--- src/rtl/mem_stage_pkg.sv ---
// Shared definitions for the memory-access stage: funct3 codes, FSM states,
// the writeback NOP, and store lane helpers.
package mem_stage_pkg;

    localparam logic [2:0] LB  = 3'b000;
    localparam logic [2:0] LH  = 3'b001;
    localparam logic [2:0] LW  = 3'b010;
    localparam logic [2:0] LBU = 3'b100;
    localparam logic [2:0] LHU = 3'b101;
    localparam logic [2:0] SB  = 3'b000;
    localparam logic [2:0] SH  = 3'b001;
    localparam logic [2:0] SW  = 3'b010;

    localparam logic [31:0] NOP_INST = 32'h00000033;

    typedef enum logic {
        ST_IDLE = 1'b0,
        ST_WAIT = 1'b1
    } state_e;

    // Size comes from funct3[1:0]; byte/half lanes are picked by the address offset.
    function automatic logic [3:0] store_mask(input logic [2:0] f3, input logic [1:0] off);
        case (f3[1:0])
            2'b00:   store_mask = 4'b0001 << off;
            2'b01:   store_mask = off[1] ? 4'b1100 : 4'b0011;
            default: store_mask = 4'b1111;
        endcase
    endfunction

    function automatic logic [31:0] store_wdata(input logic [2:0] f3, input logic [31:0] d);
        case (f3[1:0])
            2'b00:   store_wdata = {4{d[7:0]}};
            2'b01:   store_wdata = {2{d[15:0]}};
            default: store_wdata = d;
        endcase
    endfunction

endpackage

--- src/rtl/mem_load_fmt.sv ---
// Load data formatter: selects the addressed byte/half from the returned word
// and sign- or zero-extends it according to funct3.
module mem_load_fmt
    import mem_stage_pkg::*;
(
    input  logic [31:0] rdata,
    input  logic [1:0]  offset,
    input  logic [2:0]  funct3,
    output logic [31:0] data
);

    logic [7:0]  byte_sel;
    logic [15:0] half_sel;

    always_comb begin
        byte_sel = 8'h00;
        case (offset)
            2'd0: byte_sel = rdata[7:0];
            2'd1: byte_sel = rdata[15:8];
            2'd2: byte_sel = rdata[23:16];
            2'd3: byte_sel = rdata[31:24];
            default: byte_sel = 8'h00;
        endcase
        half_sel = offset[1] ? rdata[31:16] : rdata[15:0];

        case (funct3)
            LB:      data = {{24{byte_sel[7]}}, byte_sel};
            LBU:     data = {24'h000000, byte_sel};
            LH:      data = {{16{half_sel[15]}}, half_sel};
            LHU:     data = {16'h0000, half_sel};
            default: data = rdata;
        endcase
    end

endmodule

--- src/rtl/mem_stage.sv ---
// RV32I memory-access stage: issues data-memory requests, formats loads,
// registers MEM/WB. Define MEM_MISALIGN_TRAP_EN to trap misaligned half/word accesses.
module mem_stage
    import mem_stage_pkg::*;
#(
    parameter int unsigned WAIT_TIMEOUT = 255
) (
    input  logic        i_clk,
    input  logic        i_rst,
    input  logic        i_vld,
    input  logic [31:0] i_res,
    input  logic [31:0] i_wdata,
    input  logic [2:0]  i_opsel,
    input  logic        i_mem_read,
    input  logic        i_mem_write,
    input  logic        i_mem_reg,
    input  logic [4:0]  i_rd_waddr,
    input  logic        i_rd_wen,
    input  logic [31:0] i_inst,
    input  logic [31:0] i_pc,
    input  logic [31:0] i_nxt_pc,
    output logic        o_dmem_req,
    output logic        o_dmem_we,
    output logic [31:0] o_dmem_addr,
    output logic [31:0] o_dmem_wdata,
    output logic [3:0]  o_dmem_mask,
    input  logic        i_dmem_ready,
    input  logic        i_dmem_rvalid,
    input  logic [31:0] i_dmem_rdata,
    output logic        o_stall,
    output logic        o_vld,
    output logic        o_rd_wen,
    output logic [4:0]  o_rd_waddr,
    output logic [31:0] o_wb_data,
    output logic [31:0] o_inst,
    output logic [31:0] o_pc,
    output logic [31:0] o_nxt_pc,
    output logic        o_bus_err,
    output logic        o_trap
);

    localparam int          CW       = (WAIT_TIMEOUT > 1) ? $clog2(WAIT_TIMEOUT) : 1;
    localparam bit          TO_EN    = (WAIT_TIMEOUT != 0);
    localparam logic [CW-1:0] CNT_LAST = CW'(WAIT_TIMEOUT - 1);

    state_e        state_q, state_d;
    logic [CW-1:0] cnt_q, cnt_d;
    logic          vld_q, vld_d, rd_wen_q, rd_wen_d, bus_err_q, bus_err_d, trap_q, trap_d;
    logic [4:0]    rd_waddr_q, rd_waddr_d;
    logic [31:0]   wb_data_q, wb_data_d, inst_q, inst_d, pc_q, pc_d, nxt_pc_q, nxt_pc_d;

    logic        memop, is_store, misalign;
    logic        req, stall, retire, wen, bus_err, trap;
    logic [31:0] wb, load_data;

    assign memop    = i_vld & (i_mem_read | i_mem_write);
    assign is_store = i_mem_write & ~i_mem_read;

`ifdef MEM_MISALIGN_TRAP_EN
    assign misalign = ((i_opsel[1:0] == 2'b01) && i_res[0]) ||
                      ((i_opsel[1:0] == 2'b10) && (i_res[1:0] != 2'b00));
`else
    assign misalign = 1'b0;
`endif

    mem_load_fmt u_load_fmt (
        .rdata  (i_dmem_rdata),
        .offset (i_res[1:0]),
        .funct3 (i_opsel),
        .data   (load_data)
    );

    always_comb begin
        state_d = state_q;
        cnt_d   = cnt_q;
        req     = 1'b0;
        stall   = 1'b0;
        retire  = 1'b0;
        wen     = i_rd_wen;
        wb      = i_res;
        bus_err = 1'b0;
        trap    = 1'b0;
        case (state_q)
            ST_IDLE: begin
                if (memop) begin
                    if (misalign) begin
                        retire = 1'b1;
                        trap   = 1'b1;
                        wen    = 1'b0;
                    end else begin
                        req = 1'b1;
                        if (i_dmem_ready && is_store) begin
                            retire = 1'b1;
                            wen    = 1'b0;
                        end else begin
                            stall = 1'b1;
                            if (i_dmem_ready) state_d = ST_WAIT;
                        end
                    end
                end else if (i_vld) begin
                    retire = 1'b1;
                end
            end
            ST_WAIT: begin
                // A response on the expiry cycle takes priority over the timeout.
                if (i_dmem_rvalid) begin
                    retire  = 1'b1;
                    wb      = i_mem_reg ? load_data : i_res;
                    state_d = ST_IDLE;
                    cnt_d   = '0;
                end else if (TO_EN && (cnt_q == CNT_LAST)) begin
                    retire  = 1'b1;
                    bus_err = 1'b1;
                    wen     = 1'b0;
                    wb      = '0;
                    state_d = ST_IDLE;
                    cnt_d   = '0;
                end else begin
                    stall = 1'b1;
                    cnt_d = cnt_q + 1'b1;
                end
            end
            default: state_d = ST_IDLE;
        endcase

        vld_d      = retire;
        rd_wen_d   = retire & wen;
        bus_err_d  = retire & bus_err;
        trap_d     = retire & trap;
        rd_waddr_d = i_rd_waddr;
        wb_data_d  = wb;
        inst_d     = retire ? i_inst : NOP_INST;
        pc_d       = i_pc;
        nxt_pc_d   = i_nxt_pc;
    end

    always_ff @(posedge i_clk) begin
        if (i_rst) begin
            state_q    <= ST_IDLE;
            cnt_q      <= '0;
            vld_q      <= 1'b0;
            rd_wen_q   <= 1'b0;
            bus_err_q  <= 1'b0;
            trap_q     <= 1'b0;
            rd_waddr_q <= 5'd0;
            wb_data_q  <= 32'd0;
            inst_q     <= NOP_INST;
            pc_q       <= 32'd0;
            nxt_pc_q   <= 32'd0;
        end else begin
            state_q    <= state_d;
            cnt_q      <= cnt_d;
            vld_q      <= vld_d;
            rd_wen_q   <= rd_wen_d;
            bus_err_q  <= bus_err_d;
            trap_q     <= trap_d;
            rd_waddr_q <= rd_waddr_d;
            wb_data_q  <= wb_data_d;
            inst_q     <= inst_d;
            pc_q       <= pc_d;
            nxt_pc_q   <= nxt_pc_d;
        end
    end

    assign o_dmem_req   = req & ~i_rst;
    assign o_stall      = stall & ~i_rst;
    assign o_dmem_we    = is_store;
    assign o_dmem_addr  = {i_res[31:2], 2'b00};
    assign o_dmem_wdata = store_wdata(i_opsel, i_wdata);
    assign o_dmem_mask  = store_mask(i_opsel, i_res[1:0]);

    assign o_vld      = vld_q;
    assign o_rd_wen   = rd_wen_q;
    assign o_rd_waddr = rd_waddr_q;
    assign o_wb_data  = wb_data_q;
    assign o_inst     = inst_q;
    assign o_pc       = pc_q;
    assign o_nxt_pc   = nxt_pc_q;
    assign o_bus_err  = bus_err_q;
    assign o_trap     = trap_q;

endmodule

--- config.mk ---
export PLATFORM = sky130hd
export DESIGN_NAME = mem_stage
export DESIGN_NICKNAME = d
export VERILOG_FILES = /design/src/rtl/mem_stage_pkg.sv /design/src/rtl/mem_load_fmt.sv /design/src/rtl/mem_stage.sv
export SDC_FILE = /design/constraint.sdc
export NUM_CORES = 1
export LEC_CHECK = 0
export ABC_CLOCK_PERIOD_IN_PS = 3300
export CAP_MARGIN = 15
export CORE_AREA = 2 2 161 163
export DETAILED_ROUTE_END_ITERATION = 16
export DIE_AREA = 0 0 163 165
export HOLD_SLACK_MARGIN = 0.02
export PLACE_DENSITY = 0.7
export SLEW_MARGIN = 40
export SYNTH_ARGS = -nofsm -noshare
export SYNTH_HDL_FRONTEND = slang
export SYNTH_SLANG_ARGS = --single-unit
--- constraint.sdc ---
create_clock -name i_clk -period 3.3 [get_ports i_clk]
set_clock_uncertainty 0.2 [all_clocks]
set_input_delay 0.33 -clock i_clk [delete_from_list [all_inputs] [get_ports i_clk]]
set_output_delay 0.33 -clock i_clk [all_outputs]
set_load 0.02 [all_outputs]
==> metrics.yaml <==
run:
  max_cap_violations: 0
finish:
  final_layout_size_suffix_gt1_frac: 0.0793
  diodes: 0
  area_delta_synth_final_pct: 78.6
  finalNetCount: 1219
clocking:
  clock-sinks: 145
  cts.clk_slew.worst_paths_ns: 0.07
  clockRootBuffer: "clkbuf_16"
  htreeDepth: 4
  cts_tree: "yes"
  clk-insertion-delay-late_ns: 0.41
  cts-buffers-inserted: 17
  postCtsSetupBuffers: 0
  clockBufferDepth: 2
hold_path:
  hold_path.class: "in2reg"
  hold_end: "o_pc[26]$_SDFF_PP0_"
  worstHoldPathCells: 2
  hp-start: "i_pc[26]"
setup_path:
  required_ns: 2.77
  arrival_ns: 2.43
  cp-end-kind: "output pin"
  critPathKind: "reg2out"
  reg2reg_from: "cnt_q[0]$_SDFFE_PP0P_"
  start_kind: "register"
  rrSetupSlack_ns: 0.90
  critPathMaxStageDelay_ns: 0.59
  reg2reg_depth: 6
  r2r_end: "o_wb_data[17]$_SDFF_PP0_"
  crit_start: "cnt_q[0]$_SDFFE_PP0P_"
  path_cells: "inv_1 -> ha_1 -> nand4_1 -> o2111ai_2 -> o21ai_0 -> clkdlybuf4s50_1"
  cp_max_fo: 6
  crit_path_top_delay_cell: "clkdlybuf4s50_1"
timing:
  fmax_mhz: 338
  finalCritPeriodShare: 0.897
  hold_viol_final: 0
  rsz0062_at_grt: "no"
  tns_ns: 0
  whs_ns: 0.254
  min_period_ns: 2.96
  slew_viol_final: 0
  finalSetupViolations: 0
  tightest_slew_ns: 0.817
  maxSlewHeadroom: 0.455
drt:
  vias: 6094
  routed_wirelength_um: 25600
  drc: 0
  wl_per_cell_um: 19.0
  dr.pass1.iters: 5
  via_per_inst: 4.51
  drtIter0Drc: 439
  antenna_left: 0
grt:
  grt_pass1_wl_um: 36700
  grt_pass1_vias: 6047
  grt_usage: 0.183
  overflow: 0
  grt_max_degree: 83
  antenna_found_initial: 0
status:
  status: "finished, final reports clean"
placement:
  gp_congestion: 0.876
  hpwl_um: 20200
  io_buffers: 413
synthesis:
  ys_seq_area_frac: 0.477
  synth_warnings: 0
  synth_seq_cells: 145
  ys_types: 59
  syn_avg_cell_area_um2: 9.44
  synth-edff-count: 0
  yosys_most_used_dff: "dfxtp_1"
  syn-cell-area_mm2: 0.00609
  synth_async_sr_flop_share: 0
  netlist_instances: 645
floorplanning:
  pin_count: 417
  die-area_mm2: 0.0269
  start_util: 0.243
  die_w_um: 163
  coreArea_mm2: 0.0250
  row_count: 58
  die_h_um: 165
pwr:
  max-vdd-ir-drop_mv: 0.295
  powerDensity_mw_per_mm2: 447
  p_leak_nw: 4.15
## synthesized netlist by cell type (3+ instances only)
library cell,count,area share
nand3_1,3,0.0025
buf_4,41,0.051
a211oi_1,3,0.0037
a31oi_1,16,0.016
buf_2,14,0.012
or3_1,6,0.0062
nand3b_1,5,0.0062
clkbuf_1,30,0.019
a221oi_1,8,0.012
mux2_2,16,0.030
buf_6,3,0.0056
nor2_1,20,0.012
mux2i_1,12,0.020
dfxtp_1,145,0.48
a21oi_1,21,0.017
a211o_1,4,0.0058
nor4_1,3,0.0031
o21ai_0,24,0.020
a22oi_1,15,0.019
nand2_1,64,0.039
nor2b_1,78,0.080
o21bai_1,3,0.0037
inv_1,8,0.0049
xnor2_1,3,0.0043
nor3b_1,29,0.036
a21o_1,9,0.011
o31ai_1,19,0.023
## repair_timing
item	4_1_cts	5_1_grt
endpoints found under the hold margin	1	0
resized for setup	0	1
setup endpoints to repair	0	1
hold buffers	1	0
## routing by layer
metal / part of all wire / wire length, µm / GRT usage
met5: 0 / 0 / 0
met3: 0.085 / 2170 / 0.0542
met2: 0.53 / 13500 / 0.350
met4: 0.012 / 302 / 0.0491
met1: 0.38 / 9610 / 0.196
## flip-flops by register name, indices dropped and copies added, names as in the netlist
| register | count |
|---|---|
| cnt_q | 8 |
| o_nxt_pc | 32 |
| o_bus_err | 1 |
| o_pc | 32 |
| o_rd_waddr | 5 |
| o_vld | 1 |
| o_wb_data | 32 |
| o_inst | 32 |
| state_q | 1 |
| o_rd_wen | 1 |
## cell usage in the layout (no fill, tap or decap), types with 3 or more instances in the layout
master,synthesis,routed
dfxtp_1,145,145
a22oi_1,15,14
o21ai_0,24,24
nand2_1,64,64
buf_4,41,17
nor2_1,20,20
nor2b_1,78,78
a211o_1,4,4
inv_1,8,8
a21oi_1,21,21
clkbuf_16,0,17
xnor2_1,3,3
or3_1,6,6
conb_1,1,3
nand3b_1,5,5
o31ai_1,19,19
o21bai_1,3,3
mux2_2,16,16
nor3b_1,29,29
nor4_1,3,3
inv_8,0,7
nand3_1,3,3
a211oi_1,3,3
a221oi_1,8,8
clkdlybuf4s50_1,0,411
a21o_1,9,9
clkinv_4,0,4
a31oi_1,16,16
mux2i_1,12,12
## metrics by stage
| step | utilization | setup WS, ns | std cells | cell area (µm²) | total power [mW] |
|---|---|---|---|---|---|
| 3_3_place_gp | 0.410 | 0.593 | 1318 | 10300 | 2.94 |
| 5_1_grt | 0.434 | 0.121 | 1351 | 10900 | 5.07 |
| 6_report | 0.434 | 0.341 | 1351 | 10900 | 4.86 |
| 4_1_cts | 0.434 | 0.166 | 1351 | 10900 | 4.95 |
| 3_5_place_dp | 0.410 | 0.542 | 1318 | 10300 | 2.94 |
| 2_1_floorplan | - | 1.32 | 647 | 6090 | 2.34 |
## how the worst max path moves through the flow
stage,slack (ns),endpoint,cells after the start
floorplan,1.32,o_dmem_wdata[19],4
global placement,0.59,o_dmem_wdata[24],5
detailed placement,0.54,o_wb_data[17]$_SDFF_PP0_,6
CTS,0.17,o_stall,5
global route,0.12,o_stall,6
finish,0.34,o_stall,6
## report_power, final
| group | switching [mW] | leakage [nW] | total (mW) | internal [mW] |
|---|---|---|---|---|
| clock | 0.878 | 0.295 | 1.97 | 1.09 |
| combinational | 0.488 | 2.65 | 1.04 | 0.553 |
| sequential | 0.0242 | 1.20 | 1.86 | 1.83 |
| total | 1.39 | 4.15 | 4.86 | 3.47 |
## logic make-up (layout without fill, tap and decap cells)
| kind of cell | after synthesis | in the layout | share of synthesized area |
|---|---|---|---|
| compound gates | 142 | 142 | 0.163 |
| xor+xnor | 5 | 5 | 0.00720 |
| fa+ha+maj | 2 | 2 | 0.00411 |
| buf+inv | 98 | 472 | 0.0923 |
| flops | 145 | 145 | 0.477 |
| mux | 29 | 29 | 0.0530 |
| other cells | 1 | 3 | 0.000616 |
| simple gates | 223 | 223 | 0.203 |
## worst max-delay path: cells and delay by family (launching register included)
kind	cells	cell delay (ns)
adders and majority gates	1	0.15
and+or+nand+nor	1	0.28
AOI/OAI and AO/OA	2	0.55
buffers and inverters	2	0.66
DFF	1	0.36
## area by class of cell
class	count	area (µm²)
tap	330	413
clock inverter	14	169
inverter	8	30.0
multi-input combinational	404	2640
fill	2455	14200
clock buffer	18	429
sequential	145	2900
timing repair buffer	432	4290
No activity file was read; power rests on OpenSTA's default activity.
